==> config.mk <==
export PLATFORM = sky130hd
export DESIGN_NAME = jump_target_ras
export DESIGN_NICKNAME = d
export VERILOG_FILES = /design/src/rtl/mips_pkg.sv /design/src/rtl/ras_stack.sv /design/src/rtl/jump_target_ras.sv
export SDC_FILE = /design/constraint.sdc
export NUM_CORES = 1
export LEC_CHECK = 0
export BUFFER_PORTS_ARGS = -buffer_cell sky130_fd_sc_hd__buf_2
export CAP_MARGIN = 25
export CORE_MARGIN = 5
export CORE_UTILIZATION = 51
export CTS_BUF_LIST = sky130_fd_sc_hd__clkbuf_16
export DETAILED_ROUTE_END_ITERATION = 6
export PLACE_DENSITY = 0.85
export SETUP_SLACK_MARGIN = 0.02
export SLEW_MARGIN = 10
export SYNTH_ARGS = -nofsm -noshare
export SYNTH_HDL_FRONTEND = slang
export SYNTH_SLANG_ARGS = --single-unit
==> constraint.sdc <==
create_clock -name i_clk -period 3 [get_ports i_clk]
set_input_delay 0.3 -clock i_clk [delete_from_list [all_inputs] [get_ports i_clk]]
set_output_delay 0.3 -clock i_clk [all_outputs]
set_load 0.02 [all_outputs]
==> src/rtl/mips_pkg.sv <==
// Shared MIPS control-flow definitions: jump/branch mode encodings and the
// instruction size used when forming link addresses.
package mips_pkg;

    typedef enum logic [2:0] {
        MODE_NONE = 3'b000,
        MODE_J    = 3'b001,
        MODE_JAL  = 3'b010,
        MODE_BR   = 3'b011,
        MODE_JR   = 3'b100,
        MODE_JALR = 3'b101
    } mode_e;

    localparam int unsigned INSTR_BYTES = 4;

endpackage

==> src/rtl/ras_stack.sv <==
// Circular return-address stack: a push when full overwrites the oldest entry,
// and a simultaneous push+pop replaces the top (or pushes if empty).
module ras_stack #(
    parameter int NBITS     = 32,
    parameter int RAS_DEPTH = 4
) (
    input  logic             i_clk,
    input  logic             i_reset,
    input  logic             i_push,
    input  logic             i_pop,
    input  logic [NBITS-1:0] i_push_data,
    output logic [NBITS-1:0] o_top,
    output logic             o_empty
);

    localparam int PW = $clog2(RAS_DEPTH);
    localparam logic [PW-1:0] PTR_ONE  = 1;
    localparam logic [PW:0]   CNT_ONE  = 1;
    localparam logic [PW:0]   CNT_FULL = (PW+1)'(RAS_DEPTH);

    logic [NBITS-1:0] mem_q [RAS_DEPTH];
    logic [PW-1:0]    sp_q;
    logic [PW:0]      cnt_q;
    logic [PW-1:0]    top_idx;

    // sp_q is the next free slot; the top lives one below it, modulo depth.
    assign top_idx = sp_q - PTR_ONE;
    assign o_top   = mem_q[top_idx];
    assign o_empty = (cnt_q == '0);

    always_ff @(posedge i_clk) begin
        if (i_reset) begin
            // NOTE: entries are cleared on reset so a pop after reset reads a defined zero; this costs a reset net per storage bit.
            for (int i = 0; i < RAS_DEPTH; i++) begin
                mem_q[i] <= '0;
            end
            sp_q  <= '0;
            cnt_q <= '0;
        end else if (i_push && i_pop && !o_empty) begin
            mem_q[top_idx] <= i_push_data;
        end else if (i_push) begin
            mem_q[sp_q] <= i_push_data;
            sp_q        <= sp_q + PTR_ONE;
            if (cnt_q != CNT_FULL) begin
                cnt_q <= cnt_q + CNT_ONE;
            end
        end else if (i_pop && !o_empty) begin
            sp_q  <= top_idx;
            cnt_q <= cnt_q - CNT_ONE;
        end
    end

endmodule

==> src/rtl/jump_target_ras.sv <==
// Jump/branch target unit with a return-address stack; one registered cycle
// from accepted operands to target, link and RAS prediction outputs.
module jump_target_ras
    import mips_pkg::*;
#(
    parameter int NBITS     = 32,
    parameter int NBITSJUMP = 26,
    parameter int NBITSIMM  = 16,
    parameter int RAS_DEPTH = 4
) (
    input  logic                 i_clk,
    input  logic                 i_reset,
    input  logic                 i_valid,
    input  logic                 i_stall,
    input  logic                 i_flush,
    input  logic [2:0]           i_mode,
    input  logic [NBITS-1:0]     i_pc4,
    input  logic [NBITSJUMP-1:0] i_instr_index,
    input  logic [NBITSIMM-1:0]  i_imm,
    input  logic                 i_br_cond,
    input  logic [NBITS-1:0]     i_rs_data,
    input  logic                 i_rs_is_ra,
    output logic                 o_valid,
    output logic                 o_taken,
    output logic [NBITS-1:0]     o_target,
    output logic [NBITS-1:0]     o_link,
    output logic [NBITS-1:0]     o_ras_pred,
    output logic                 o_ras_hit
);

    logic [NBITS-1:0] jump_tgt, br_tgt, pc8;
    logic [NBITS-1:0] target_d, link_d, pred_d;
    logic             taken_d, hit_d, is_push, is_ret;
    logic             accepted, do_push, do_pop;
    logic [NBITS-1:0] ras_top;
    logic             ras_empty;

    logic             valid_q, taken_q, hit_q;
    logic [NBITS-1:0] target_q, link_q, pred_q;

    assign jump_tgt = {i_pc4[NBITS-1:NBITSJUMP+2], i_instr_index, 2'b00};
    assign br_tgt   = i_pc4 + {{(NBITS-NBITSIMM-2){i_imm[NBITSIMM-1]}}, i_imm, 2'b00};
    assign pc8      = i_pc4 + NBITS'(INSTR_BYTES);

    always_comb begin
        // NOTE: every output of this block gets a default first, so no path leaves a value unassigned and no latch is inferred.
        target_d = '0;
        link_d   = '0;
        taken_d  = 1'b0;
        is_push  = 1'b0;
        is_ret   = 1'b0;
        case (i_mode)
            MODE_J: begin
                target_d = jump_tgt;
                taken_d  = 1'b1;
            end
            MODE_JAL: begin
                target_d = jump_tgt;
                taken_d  = 1'b1;
                link_d   = pc8;
                is_push  = 1'b1;
            end
            MODE_BR: begin
                target_d = br_tgt;
                taken_d  = i_br_cond;
            end
            MODE_JR: begin
                target_d = i_rs_data;
                taken_d  = 1'b1;
                is_ret   = 1'b1;
            end
            MODE_JALR: begin
                target_d = i_rs_data;
                taken_d  = 1'b1;
                link_d   = pc8;
                is_push  = 1'b1;
                is_ret   = 1'b1;
            end
            default: ;
        endcase
    end

    assign accepted = i_valid && !i_stall && !i_flush;
    assign do_push  = accepted && is_push;
    assign do_pop   = accepted && is_ret && i_rs_is_ra;
    assign pred_d   = (do_pop && !ras_empty) ? ras_top : '0;
    assign hit_d    = do_pop && !ras_empty && (ras_top == i_rs_data);

    ras_stack #(
        .NBITS    (NBITS),
        .RAS_DEPTH(RAS_DEPTH)
    ) u_ras (
        .i_clk      (i_clk),
        .i_reset    (i_reset),
        .i_push     (do_push),
        .i_pop      (do_pop),
        .i_push_data(link_d),
        .o_top      (ras_top),
        .o_empty    (ras_empty)
    );

    always_ff @(posedge i_clk) begin
        // NOTE: state is written with non-blocking assignments so every register samples pre-edge values, matching the hardware.
        if (i_reset || i_flush) begin
            valid_q  <= 1'b0;
            taken_q  <= 1'b0;
            target_q <= '0;
            link_q   <= '0;
            pred_q   <= '0;
            hit_q    <= 1'b0;
        end else if (!i_stall) begin
            valid_q  <= i_valid;
            taken_q  <= taken_d;
            target_q <= target_d;
            link_q   <= link_d;
            pred_q   <= pred_d;
            hit_q    <= hit_d;
        end
    end

    assign o_valid    = valid_q;
    assign o_taken    = taken_q;
    assign o_target   = target_q;
    assign o_link     = link_q;
    assign o_ras_pred = pred_q;
    assign o_ras_hit  = hit_q;

endmodule

* After elaboration in Yosys (flattened, before gate mapping)
Memories as Yosys holds them, arrays and structs flattened.
Index checks and enable logic that the tools add are counted.
** Word-level totals
- Input port bits :: 116
- Logic and storage cells :: 73
- Register bits after elaboration :: 104
- Memories :: 1
- Memory bits (writable) :: 128
- Output and inout bits :: 99
** Cells by class
- Bitwise logic cells :: 1
- Muxes and demuxes :: 26
- Reductions and logical operators :: 23
- Equality and inequality tests :: 8
- Add/subtract/negate cells :: 6
** Memories
- u_ras.mem_q :: words 4, bits a word 32, rd ports 1, clocked after memory_dff 0, write ports 4, RTL line ras_stack.sv:21 : logic [NBITS-1:0] mem_q [RAS_DEPTH];
** Operators by type and width (count)
- $mux 32 :: 4
- $pmux 32 s3 :: 1
- $reduce_or 32->1 :: 2
- $add 32x3->32 const B :: 1
- $add 32x32->32 :: 1
- $eq 32x32->1 :: 1
- $mux 1 :: 13
- $logic_and 1x1->1 :: 9
- $mux 3 :: 3
- $mux 2 :: 4
- $eq 3x2->1 const B :: 2
- $eq 3x3->1 const B :: 2
- $reduce_or 2->1 :: 3
- $reduce_or 4->1 :: 1
- $add 3x1->3 const B :: 1
- $eq 3x1->1 const B :: 1
- $logic_not 1->1 :: 3
- $logic_not 3->1 :: 1
- $ne 3x3->1 const B :: 1
- $reduce_and 3->1 :: 1
- $sub 3x1->3 const B :: 1
- $add 2x1->2 const B :: 1
- $ne 2x2->1 const B :: 1
- $pmux 1 s2 :: 1
- 5 further kinds :: 5

* Depth between registers and ports, before layout
Gate-level depths: netlist of run 1.
- Depth in word-level cells :: 13
- Mapped depth :: 9
- Depth with buffers taken out :: 9

* Cells and area by module
Synthesis of run 1 repeated with hierarchy kept, for this count alone.
** Unflattened totals
- Cell total of the unflattened synthesis :: 1262
- Area total of the unflattened synthesis :: 12487.0 µm²
** Modules (own cells, without submodules)
- jump_target_ras :: times used 1, area each 6734.0 µm², seq. area each 1981.9 µm², cells an instance 874
- ras_stack :: times used 1, area each 5753.0 µm², seq. area each 3943.8 µm², cells an instance 388

* Worst setup path after synthesis of run 1
Ideal clock, no wire load.
- Path type :: flip-flop to flip-flop
- From :: reg u_ras.cnt_q[0]
- To :: mem u_ras.mem_q[3][0] (enable)
- Library setup time :: 0.428 ns
- Path buffers :: 1
- Slack :: -0.246 ns
- Required time :: 2.572 ns
- Cell stages (with the launch flop) :: 7
- Period minus slack after synthesis :: 3.246 ns
- Arrival :: 2.818 ns
- Cell sequence :: dfxtp_1 -> o311ai_1 -> nor3_1 -> buf_2 -> nor2_1 -> a21oi_1 -> o21bai_1
** RTL lines
- start, declared :: RTL line ras_stack.sv:23 : logic [PW:0] cnt_q;
- start signal, assigned :: RTL line ras_stack.sv:45 : cnt_q <= cnt_q + CNT_ONE;
- start signal, assigned :: RTL line ras_stack.sv:49 : cnt_q <= cnt_q - CNT_ONE;
- end, declared :: RTL line ras_stack.sv:21

* Worst setup path after layout of run 1
- From :: reg u_ras.sp_q[0]
- To :: reg hit_q (netlist: o_ras_hit)
** Between the ends
- Longest elaborated chain between the ends :: 4
** Ends and longest elaborated chain
- start, declared :: RTL line ras_stack.sv:22 : logic [PW-1:0] sp_q;
- start signal, assigned :: RTL line ras_stack.sv:43 : sp_q <= sp_q + PTR_ONE;
- start signal, assigned :: RTL line ras_stack.sv:48 : sp_q <= top_idx;
- $sub 2x1->2 :: RTL line ras_stack.sv:27 : assign top_idx = sp_q - PTR_ONE;
- $mem_v2 4x32
- $eq 32x32->1 :: RTL line jump_target_ras.sv:87 : assign hit_d = do_pop && !ras_empty && (ras_top == i_rs_data);
- $logic_and 1x1->1 :: RTL line jump_target_ras.sv:87
- end signal, assigned :: RTL line jump_target_ras.sv:117 : hit_q <= hit_d;
- end, declared :: RTL line jump_target_ras.sv:38 : logic valid_q, taken_q, hit_q;
Every way passes these cells.
A chain may end at the register's enable or synchronous reset.

==> metrics.txt, run 1 <==
die area=0.0272 sq mm; Syn-to-layout area delta=19.1%; DR WL/cell=23.5 um; DR DRC count=0; later-pin clock latency in the skew report=530 ps; drt initial violations=1,488; Synthesized Nets=1,382; IR drop worst, VDD=0.000373 V; commonest non-fill, non-tap cell in the layout=buf_2; final worst slack=399 ps; Synth Area in Compound Gates=15.3%; CP Capture Type=flip-flop; global route overflow=0; predominant post-synthesis flop cell=edfxtp_1; CTS hold repair buffers=0; Cell Area, Placed=0.0138 sq mm; kind of critical path=flip-flop to flip-flop; placed insts=1,736; Cell variety after synth=65; Synth async-reset ratio=0%; DR vias=11.1k; CP max-delay cell=mux4_2; post-synthesis mux area share=6.57%; Worst EP arrival=3070 ps; Worst Setup Start Kind=flip-flop; Mapped Area=0.0122 sq mm; status=complete, no violations; max-cap viol count=0; post-synthesis xor/xnor area fraction=5.95%; clock share of power=39.8%; largest family of logic cells by synthesized area=simple AND/OR/NAND/NOR gates; worst min path class=input port to flip-flop; leak pwr=5.91 nW; Initial Util=51.9%; Die H=165 um; Critical Path RT=3470 ps; Int Power=5.49 mW; final antenna-violating net count=0; Avg Cell Area, Syn=9.91 sq um; Synth Register Bits=232; clk sinks=232; pre-CTS WS=154 ps; post-CTS setup buffer count=0; hpwl dp=31.5 mm; Antenna diodes=0; Psw=2.01 mW; Std-Cell Rows=56; PortBufs=214; Warnings, synthesis=0; sequential power share=46.2%; RSZ-0062 raised after global routing=no; Slew Viols, Final=0; layout cells sized above 1=23.8%; IO Count=215; CTS tree=done; DR vias/cell=6.25; worst path buffer plus inverter count=2; crit-path cells=buf_12 -> buf_4 -> mux4_2 -> xor2_1 -> nor4_1 -> nand4_1 -> nor3_1 -> a22o_1; clk slew on worst S/H paths=60 ps; global-route usage over all layers=30.3%; initial antenna violation count=0; Final min period=2600 ps; Setup-failing EPs final=0; TritonRoute pass-1 iters=7; Cells after Synth=1,234; Sw Ratio=26.7%; Final #Nets=1,593; Total Wirelength=41.9 mm; Yosys top cell area share=31.4%; sequential share of the synthesized area=48.5%; Crit path largest cell delay=580 ps; Placer Congestion=0.956; Rel. slew slack=46.0%; total clock buffers created by CTS=26; EDFF count, synth=128; Least-Margin Pin Slew=798 ps; Final Hold Fails=0; vias in the first global route=10.7k; Synth area leader=edfxtp_1; Core Area=0.0235 sq mm; largest net degree at the start of global routing=61; Pwr Density=515 mW/mm^2; Comb pwr share=14.0%; fin crit share=86.7%; CTS resizes=0; Final Skew=6.91 ps; top post-synthesis cells by area=edfxtp_1 (31%), dfxtp_1 (17%), nor2_1 (6.4%), mux4_2 (5.9%), xnor2_1 (3.2%); synthesized-area fraction occupied by adder cells=3.40%; Synth Area in Simple Gates=16.5%; CTS H-tree depth=1; most frequent cells in the layout=buf_2 (213), nor2_1 (208), edfxtp_1 (128), dfxtp_1 (103), nand2_1 (82); Clock Tree Root=clkbuf_16; design area=0.0146 sq mm; total power=7.50 mW; Worst Path Max Fanout=23; DIE WIDTH=165 um; crit-path leading delay family=simple AND/OR/NAND/NOR gates; final std cells w/o fill=1,784; CTS max path bufs=3; Setup TNS=0 ps; first-pass GRT wire length=62.8 mm; f_max=385 MHz
-- logic make-up (layout without fill, tap and decap cells) --
logic type,Yosys count,after routing
AO/OA/AOI/OAI,286,286
multiplexers,40,40
buffers and inverters,116,347
flip-flops,232,232
adder cells (fa/ha/maj),32,32
AND/OR/NAND/NOR,445,445
XOR/XNOR,83,83
-- per-stage QoR --
step	util [%]	hold WS (ps)
after floorplan	-	458
after global placement	58.4	433
after detailed placement	58.4	445
after CTS	61.8	83.3
after global routing	61.8	96.7
final	61.8	87.9
-- per-layer routing --
metal	wire (um)	global-route usage [%]
met2	19300	48.6
met5	0	0
met1	15500	41.0
met3	5070	4.89
met4	2100	12.8
-- cell usage after synthesis (all sizes together), types with 5 or more instances --
cell type / count
a211o: 5
a211oi: 14
a21o: 14
a21oi: 71
a222oi: 16
a22oi: 48
a31oi: 12
and2: 10
and3: 19
buf: 22
clkbuf: 58
dfxtp: 104
edfxtp: 128
ha: 30
inv: 36
mux2i: 6
mux4: 32
nand2: 83
nand2b: 24
nand3: 26
nand4: 14
nor2: 210
nor3: 27
o21a: 7
o21ai: 68
o31ai: 6
or2: 5
or3: 9
xnor2: 44
xor2: 39
-- power groups by stage --
stage	Clock (mW)	Combinational (mW)	Sequential (mW)
final	2.98	1.05	3.46
after global routing	3.12	1.12	3.47
after CTS	2.98	1.03	3.46
after detailed placement	0	1.02	3.53
after global placement	0	1.01	3.52
after floorplan	0	0.597	3.54
-- final cells by class --
cell class | count | area [sq um]
flip-flops and latches | 232 | 5930
multi-input cells | 886 | 5840
clock inverters | 20 | 96.3
well taps | 319 | 399
fillers | 1957 | 8990
clock buffers | 28 | 701
repair buffers | 263 | 1450
inverters | 36 | 135
-- path summary, 6_finish.rpt --
kind	start	end	slack (ps)	cells after the start
min	i_instr_index[19]	o_target[21]$_SDFFE_PP0N_	90	3
max reg2reg	u_ras.sp_q[0]$_SDFFE_PP0P_	o_ras_hit$_SDFFE_PP0N_	400	8
min reg2reg	o_link[21]$_SDFFE_PP0N_	o_link[21]$_SDFFE_PP0N_	460	2
max	u_ras.sp_q[0]$_SDFFE_PP0P_	o_ras_hit$_SDFFE_PP0N_	400	8
-- state kept, by name, indices dropped and copies added (netlist names) --
register and count:
o_target 32, u_ras.cnt_q 3, u_ras.mem_q 128, u_ras.sp_q 2
o_link 32, o_ras_pred 32, o_ras_hit 1, o_taken 1
o_valid 1
-- worst register-to-register path, stage by stage (launching register included) --
cell	delay [ps]
dfxtp_2	430
buf_12	240
buf_4	280
mux4_2	580
xor2_1	170
nor4_1	350
nand4_1	140
nor3_1	220
a22o_1	140
No activity file was read; power rests on OpenSTA's default activity.
==> run 2: changes to the inputs <==
- CORE_UTILIZATION: 51 -> 61
- PLACE_DENSITY: 0.85 -> 0.94
- clock period: 3 -> 3.2 ns (I/O delays scaled with it)
==> metrics.txt, run 2 (synthesis gave the netlist of run 1 again) <==
kind of critical path=flip-flop to flip-flop; Clock Tree Root=clkbuf_16; IR drop worst, VDD=0.000351 V (-5.8%); Std-Cell Rows=51 (-8.9%); Initial Util=62.4% (+10 points); PortBufs=214 (unchanged); CP startpoint=u_ras.sp_q[0]$_SDFFE_PP0P_; Final min period=2870 ps (+270 ps); pre-CTS WS=405 ps (+251 ps); hpwl dp=30.5 mm (-3.3%); fin crit share=89.7% (+3.0 points); most frequent cells in the layout=buf_2 (213), nor2_1 (209), edfxtp_1 (128), dfxtp_1 (103), nand2_1 (82); r2r worst-path depth=7 (-1); vias in the first global route=10.9k (+2.6%); crit path capture=o_ras_hit$_SDFFE_PP0N_; CTS max path bufs=3 (unchanged); f_max=348 MHz (-9.4%); Worst Path Max Fanout=19 (-17%); CTS H-tree depth=1 (unchanged); CTS tree=done; total clock buffers created by CTS=24 (-7.7%); Least-Margin Pin Slew=890 ps (+92.7 ps); Hold Path Depth=3 (unchanged); hold slack=81.2 ps (-6.65 ps); Setup-failing EPs final=0 (unchanged); clk slew on worst S/H paths=70 ps (about the same); TritonRoute pass-1 iters=7 (unchanged); Final Skew=5.78 ps (-1.13 ps); leak pwr=5.82 nW (-1.5%); final antenna-violating net count=0 (unchanged); drt initial violations=1,488 (unchanged); layout cells sized above 1=22.8% (-0.96 points); Worst R2R End=o_ras_hit$_SDFFE_PP0N_; Top reg by flops=u_ras.mem_q; commonest non-fill, non-tap cell in the layout=buf_2; Slew Viols, Final=0 (unchanged); post-CTS setup buffer count=0 (unchanged); DR vias=11.4k (+2.1%); Die H=152 um (-8.0%); Final Hold Fails=0 (unchanged); max-cap viol count=0 (unchanged); CP Capture Type=flip-flop; max reg flops=128 (unchanged); global route overflow=0 (unchanged); Setup TNS=0 ps (unchanged); global-route usage over all layers=35.8% (+5.5 points); total power=6.85 mW (-8.6%); DR vias/cell=6.62 (+6.0%); CTS resizes=0 (unchanged); Worst Setup Start Kind=flip-flop; worst min path class=input port to flip-flop; Critical Path RT=3670 ps (+200 ps); DR DRC count=0 (unchanged); Worst EP arrival=3340 ps (+270 ps); initial antenna violation count=0 (unchanged); DIE WIDTH=152 um (-8.0%); Placer Congestion=0.978 (+2.3%); status=complete, no violations; later-pin clock latency in the skew report=540 ps (about the same); largest net degree at the start of global routing=64 (+4.9%); Final #Nets=1,582 (-0.69%); die area=0.0230 sq mm (-15%); RSZ-0062 raised after global routing=no; Pwr Density=478 mW/mm^2 (-7.2%); IO Count=215 (unchanged); Total Wirelength=41.6 mm (-0.74%); Syn-to-layout area delta=17.4%; R2R setup slack=330 ps (-70 ps); first-pass GRT wire length=62.2 mm (-1.0%); DR WL/cell=24.2 um (+3.1%); Core Area=0.0196 sq mm (-17%); final worst slack=329 ps (-69.9 ps); Rel. slew slack=39.7% (-6.3 points); Finished Core Util=73.3% (+11 points); RR Startpoint=u_ras.sp_q[0]$_SDFFE_PP0P_; clk sinks=232 (unchanged); CTS hold repair buffers=0 (unchanged)
-- run 2: changes by cell type in the layout (fill, tap and decap cells not counted) --
cell | before | now
buf_4 | 49 | 40
clkinv_1 | 5 | 7
nor2_1 | 208 | 209
diode_2 | 0 | 1
clkinvlp_4 | 0 | 1
inv_2 | 2 | 0
bufinv_16 | 0 | 1
nor2_2 | 2 | 1
clkinv_2 | 5 | 3
inv_1 | 41 | 42
clkinv_8 | 0 | 1
inv_6 | 1 | 0
clkbuf_16 | 28 | 24
clkinv_4 | 2 | 1
-- run 2: metrics by stage --
stage / cell area [sq um] / std cells
floorplan: 12200 / 1234
global placement: 13600 / 1673
detailed placement: 13600 / 1673
CTS: 14300 / 1717
global route: 14300 / 1717
finish: 14400 / 1718
-- run 2: power by group --
part | leakage (nW) | total, mW | switching [mW] | internal [mW]
Clock | 0.376 | 2.63 | 1.19 | 1.44
Sequential | 2.15 | 3.25 | 0.0351 | 3.21
Combinational | 3.30 | 0.971 | 0.618 | 0.354
Total | 5.82 | 6.85 | 1.84 | 5.01
-- run 2: critical path, cell delays in order, from the launching register on --
cell and delay (ps):
dfxtp_2 740, buf_4 330, mux4_2 560, xor2_1 160
nor4_1 390, nand4_1 170, nor3_1 230, a22o_1 200
-- run 2: how the worst min path moves through the flow --
stage | slack [ps] | to | startpoint
final | 80 | o_target[14]$_SDFFE_PP0N_ | i_instr_index[12]
after global routing | 110 | o_target[9]$_SDFFE_PP0N_ | i_instr_index[7]
after CTS | 90 | o_target[12]$_SDFFE_PP0N_ | i_instr_index[10]
after detailed placement | 440 | o_link[28]$_SDFFE_PP0N_ | o_link[28]$_SDFFE_PP0N_
after global placement | 430 | o_link[28]$_SDFFE_PP0N_ | o_link[28]$_SDFFE_PP0N_
after floorplan | 470 | u_ras.cnt_q[2]$_SDFFE_PP0P_ | u_ras.cnt_q[2]$_SDFFE_PP0P_
-- run 2: area by class of cell --
class                   count  area, sq um
clock buffers              24          601
clock inverters            20          126
repair buffers            254         1390
flip-flops and latches    232         5930
multi-input cells         886         5840
diodes                      1         2.50
well taps                 265          332
inverters                  36          135
fillers                  1328         5240
-- run 2: per-layer routing --
layer	wire length (um)	share of wire [%]	vias to the layer above	track usage (%)
li1	-	-	4905	-
met1	14100	34	5308	45.1
met2	19200	46	950	57.3
met3	5300	13	213	6.78
met4	3040	7.3	0	21.9
met5	0	0	-	0
